`config.mk`:
```
export PLATFORM = sky130hd
export DESIGN_NAME = regfile_writeback
export DESIGN_NICKNAME = d
export VERILOG_FILES = /design/src/rtl/regfile_writeback.sv
export SDC_FILE = /design/constraint.sdc
export NUM_CORES = 1
export LEC_CHECK = 0
export BUFFER_PORTS_ARGS = -buffer_cell sky130_fd_sc_hd__buf_2
export CELL_PAD_IN_SITES_DETAIL_PLACEMENT = 1
export CELL_PAD_IN_SITES_GLOBAL_PLACEMENT = 2
export CORE_ASPECT_RATIO = 2
export CORE_UTILIZATION = 27
export CTS_CLUSTER_DIAMETER = 40
export CTS_CLUSTER_SIZE = 20
export DETAILED_ROUTE_END_ITERATION = 10
export PLACE_DENSITY_LB_ADDON = 0.12
export SLEW_MARGIN = 20
export SYNTH_ARGS = -nofsm -noshare
export SYNTH_HDL_FRONTEND = slang
export SYNTH_SLANG_ARGS = --single-unit
```
`constraint.sdc`:
```
create_clock -name CLK -period 1.9 [get_ports CLK]
set_input_delay 0.19 -clock CLK [delete_from_list [all_inputs] [get_ports CLK]]
set_output_delay 0.19 -clock CLK [all_outputs]
set_load 0.02 [all_outputs]
```
`src/rtl/regfile_writeback.sv`:
```
// Write-port arbiter for the x1..x15 register file: merges ALU results and in-order load returns,
// and tracks pending load destinations for hazard detection.
module regfile_writeback #(
  parameter int LQ_DEPTH = 2
) (
  input  logic        CLK,
  input  logic        reset,
  input  logic        alu_valid,
  input  logic [4:0]  alu_rd,
  input  logic [31:0] alu_data,
  input  logic        ld_issue,
  input  logic [4:0]  ld_rd,
  output logic        issue_stall,
  input  logic        ld_valid,
  input  logic [31:0] ld_data,
  output logic        ld_ready,
  input  logic [4:0]  rs1,
  input  logic [4:0]  rs2,
  output logic        hazard1,
  output logic        hazard2,
  output logic [15:0] busy_mask,
  output logic [4:0]  A3,
  output logic        WE3,
  output logic [31:0] WD3
);

  localparam int CW = $clog2(LQ_DEPTH + 1);
  localparam int PW = (LQ_DEPTH > 1) ? $clog2(LQ_DEPTH) : 1;

  logic [4:0]          queue_rd [LQ_DEPTH];
  logic [LQ_DEPTH-1:0] slot_valid;
  logic [PW-1:0]       head;
  logic [PW-1:0]       tail;
  logic [CW-1:0]       count;

  logic        push;
  logic        pop;
  logic        sel_valid;
  logic [4:0]  sel_rd;
  logic [31:0] sel_data;

  assign issue_stall = (count == CW'(LQ_DEPTH));
  assign ld_ready    = !alu_valid && (count != '0);
  assign push        = ld_issue && !issue_stall;
  assign pop         = ld_valid && ld_ready;

  // ALU always wins the write port; a load only writes when it actually transfers.
  always_comb begin
    sel_valid = 1'b0;
    sel_rd    = '0;
    sel_data  = '0;
    if (alu_valid) begin
      sel_valid = 1'b1;
      sel_rd    = alu_rd;
      sel_data  = alu_data;
    end else if (pop) begin
      sel_valid = 1'b1;
      sel_rd    = queue_rd[head];
      sel_data  = ld_data;
    end
  end

  // Entries with rd 0 or rd > 15 occupy a slot for ordering but never mark a register busy.
  always_comb begin
    busy_mask = '0;
    for (int i = 0; i < LQ_DEPTH; i++) begin
      if (slot_valid[i] && !queue_rd[i][4]) begin
        busy_mask[queue_rd[i][3:0]] = 1'b1;
      end
    end
    busy_mask[0] = 1'b0;
  end

  assign hazard1 = !rs1[4] && busy_mask[rs1[3:0]];
  assign hazard2 = !rs2[4] && busy_mask[rs2[3:0]];

  always_ff @(posedge CLK or posedge reset) begin
    if (reset) begin
      head       <= '0;
      tail       <= '0;
      count      <= '0;
      slot_valid <= '0;
      for (int i = 0; i < LQ_DEPTH; i++) begin
        queue_rd[i] <= '0;
      end
    end else begin
      if (push) begin
        queue_rd[tail]   <= ld_rd;
        slot_valid[tail] <= 1'b1;
        tail             <= (tail == PW'(LQ_DEPTH - 1)) ? '0 : tail + 1'b1;
      end
      if (pop) begin
        slot_valid[head] <= 1'b0;
        head             <= (head == PW'(LQ_DEPTH - 1)) ? '0 : head + 1'b1;
      end
      if (push && !pop) begin
        count <= count + 1'b1;
      end else if (pop && !push) begin
        count <= count - 1'b1;
      end
    end
  end

  // A3/WD3 hold their last value when no write is selected.
  always_ff @(posedge CLK or posedge reset) begin
    if (reset) begin
      A3  <= '0;
      WE3 <= 1'b0;
      WD3 <= '0;
    end else begin
      WE3 <= sel_valid && (sel_rd != 5'd0) && !sel_rd[4];
      if (sel_valid) begin
        A3  <= sel_rd;
        WD3 <= sel_data;
      end
    end
  end

endmodule

```
==> results.yml <==
run_status:
  result_of_the_run: "complete, but fails checks"
  violations_in_the_final_reports: "setup timing"
die:
  io-pin-count: 147
  core_um2: 10800
  die_width_um: 76.3
  dieArea_um2: 11500
  std_cell_rows: 54
  initial_cell_density_of_the_core: 0.276
  die_height_um: 151
route:
  dr_drc_count: 0
  detail_route.first_pass.iterations: 6
  routed_wirelength_um: 10900
  routedWlPerCell_um: 18.3
  routed-via-count: 2996
  drt_first_iter_violations: 43
  count_of_nets_left_with_antenna_violations_after_detail_routing: 0
  dr_vias_cell: 5.02
power:
  ir_drop_mv: 0.641
  p_leak_nw: 2.35
  cellPowerDensity_nw_per_um2: 1290
  power.total_mw: 5.89
logic_synthesis:
  synth_enable_flop_cells: 0
  count_of_cell_types_in_the_netlist: 53
  ys_seq_area_frac: 0.453
  syn_avg_cell_area_um2: 11.1
  yosysWarningCount: 0
  post_synth_inst_count: 268
  post-synth-top-area-cell: "sky130_fd_sc_hd__dfrtp_1"
  top_cells_by_area_in_the_synthesized_netlist: "sky130_fd_sc_hd__dfrtp_1 45%, sky130_fd_sc_hd__a22o_1 9.4%, sky130_fd_sc_hd__a21o_1 8.3%"
  ys_dominant_reg_cell: "sky130_fd_sc_hd__dfrtp_1"
  syn_nets: 358
  post_synth_instance_area_um2: 2980
  synth_most_common_cell: "sky130_fd_sc_hd__dfrtp_1"
  yosys_register_bits: 54
  synthArstFlopShare: 1.00
  synth.top_cells.by_count: "54 x sky130_fd_sc_hd__dfrtp_1, 33 x sky130_fd_sc_hd__a21o_1, 32 x sky130_fd_sc_hd__a22o_1, 15 x sky130_fd_sc_hd__nor2_1, 14 x sky130_fd_sc_hd__mux2_2"
  synth_top_area_share: 0.453
sta:
  setup_viol: 7
  final.setup.tns_ps: -1320
  final_max_slew_violation_count: 0
  finalWorstPathRequiredPeriod_ps: 2450
  rsz_0062_raised_after_global_routing: "true"
  fmax_mhz: 408
  final_hold_viol_count: 0
  postLayoutSetupSlackWorst_ps: -553
  min_period_over_period: 1.29
  skew_ps: 5.28
placed_design:
  globalplace.congestion: 0.847
  port_buffers: 145
  placedCellCount: 582
  worst_setup_slack_after_placement_ps: -302
  hpwl_um: 9040
setup_path:
  setup.worst_path.start_class: "flop"
  critPathSlowestCell: "sky130_fd_sc_hd__or4b_4"
  critical_path.max_fanout: 5
  arrival_time_reported_for_the_critical_path_endpoint_ps: 2260
  path_delay_family: "simple AND/OR/NAND/NOR gates"
  worst_ep_required_time_ps: 1710
  setup.worst_path.end_class: "output pin"
  crit_chain: "or4b_4 > o221ai_1 > o2111ai_2 > o311a_1 > nor4_4 > buf_4"
  path_class: "reg -> out"
  worst-path-buf-inv: 1
  slowest_delay_ps: 620
finish:
  layout-drive-gt1-share: 0.560
  seqCellArea_um2: 1350
  num-nets-final: 546
  utilization: 0.422
  antenna_cells_inserted: 0
  fill_cells: 1267
  multiInputGateArea_um2: 1670
  area_delta_synth_final_pct: 53.0
  final_cells: 597
job:
  max_cap_violations: 0
grt:
  first_pass_grt_wire_length_um: 17000
  grt_start_max_net_pins: 40
  grt_pass1_vias: 3215
  gr-total-overflow: 0
  grt_util_all_layers: 0.195
  grt_antenna_before_repair: 0
clock_network:
  clkTransAtPathRegs_ps: 70
  clock_tree_from_tritoncts: "done"
  cts_buffer_depth: 2
  cts.sinks: 54
  htree_num_levels: 2
  clock_tree.root_cell: "sky130_fd_sc_hd__clkbuf_16"
  numCtsBuffers: 5
  clock_insertion_delay_worst_skew_ps: 290
hold_path:
  hold_path_class: "in -> reg"
-- kinds of logic after synthesis --
logic type                 synth area share
AOI/OAI and AO/OA                     0.295
DFF                                   0.453
buffers and inverters                0.0428
xor gates and xnor gates             0.0264
adders and majority gates           0.00419
and+or+nand+nor                      0.0956
muxes                                0.0814
other                               0.00126
-- what timing repair did --
action | CTS | global route
setup buffers | 0 | 6
hold endpoints to repair | 17 | 0
hold buffers | 1 | 0
pin swaps | 2 | 4
setup endpoints to repair | 8 | 8
resized for setup | 12 | 8
-- where the power goes --
part | internal, mW | total (mW) | switching, mW | leakage [nW]
clock network | 0.524 | 0.940 | 0.416 | 0.0739
registers | 1.49 | 1.81 | 0.321 | 0.641
logic | 1.56 | 3.14 | 1.58 | 1.64
-- final timing paths --
check	startpoint	end	slack [ps]	depth (start not counted)
min in group asynchronous	reset	WD3[3]	430	3
hold reg to reg	WD3[6]	WD3[6]	470	1
setup reg to reg	count[0]	A3[0]	180	7
setup / recovery	queue_rd[2]	hazard2	-550	6
hold / removal	ld_rd[0]	queue_rd[5]	140	2
max in group asynchronous	reset	WD3[26]	850	4
-- cells in the final DEF, fill, tap and decap left out, types with 3 or more instances in the layout --
cell type                   count
sky130_fd_sc_hd__dfrtp_1       54
sky130_fd_sc_hd__nand2b_1       3
sky130_fd_sc_hd__mux2_2        14
sky130_fd_sc_hd__o22ai_4        5
sky130_fd_sc_hd__xor2_1         4
sky130_fd_sc_hd__mux2i_1        4
sky130_fd_sc_hd__nor2_1        13
sky130_fd_sc_hd__nand2_1        8
sky130_fd_sc_hd__clkbuf_16      5
sky130_fd_sc_hd__a22o_1        32
sky130_fd_sc_hd__buf_2        139
sky130_fd_sc_hd__o22ai_2        4
sky130_fd_sc_hd__buf_4         51
sky130_fd_sc_hd__and2_1         3
sky130_fd_sc_hd__a21bo_2        4
sky130_fd_sc_hd__a21o_1        33
sky130_fd_sc_hd__inv_1          7
sky130_fd_sc_hd__a21oi_1        3
sky130_fd_sc_hd__buf_6          9
sky130_fd_sc_hd__a22oi_1        4
sky130_fd_sc_hd__xnor2_1        5
-- cell type report --
cell class	count	area share
multi-input combinational	186	0.365
sequential	54	0.296
timing repair buffer	200	0.261
tap	140	0.0384
clock buffer	7	0.0313
inverter	9	0.00740
clock inverter	1	0.00110
-- per-stage QoR --
stage                     hold WS [ps]  cell area, µm²
final                              138            4560
after global routing               149            4560
after CTS                          138            4490
after detailed placement           209            4290
after global placement             203            4290
after floorplan                    341            3120
-- routing by layer --
metal / vias to the layer above / track usage / wire, µm
met5: - / 0 / 0
li1: 1392 / - / -
met4: 0 / 0.113 / 565
met2: 114 / 0.414 / 6680
met3: 27 / 0.0248 / 454
met1: 1463 / 0.167 / 3210
-- flip-flops by register name, summed over array words and instances (netlist names) --
| register | count |
|---|---|
| tail | 1 |
| head | 1 |
| WE3 | 1 |
| queue_rd | 10 |
| slot_valid | 2 |
| count | 2 |
| A3 | 5 |
| WD3 | 32 |
Power figures use the tool's default switching activity.
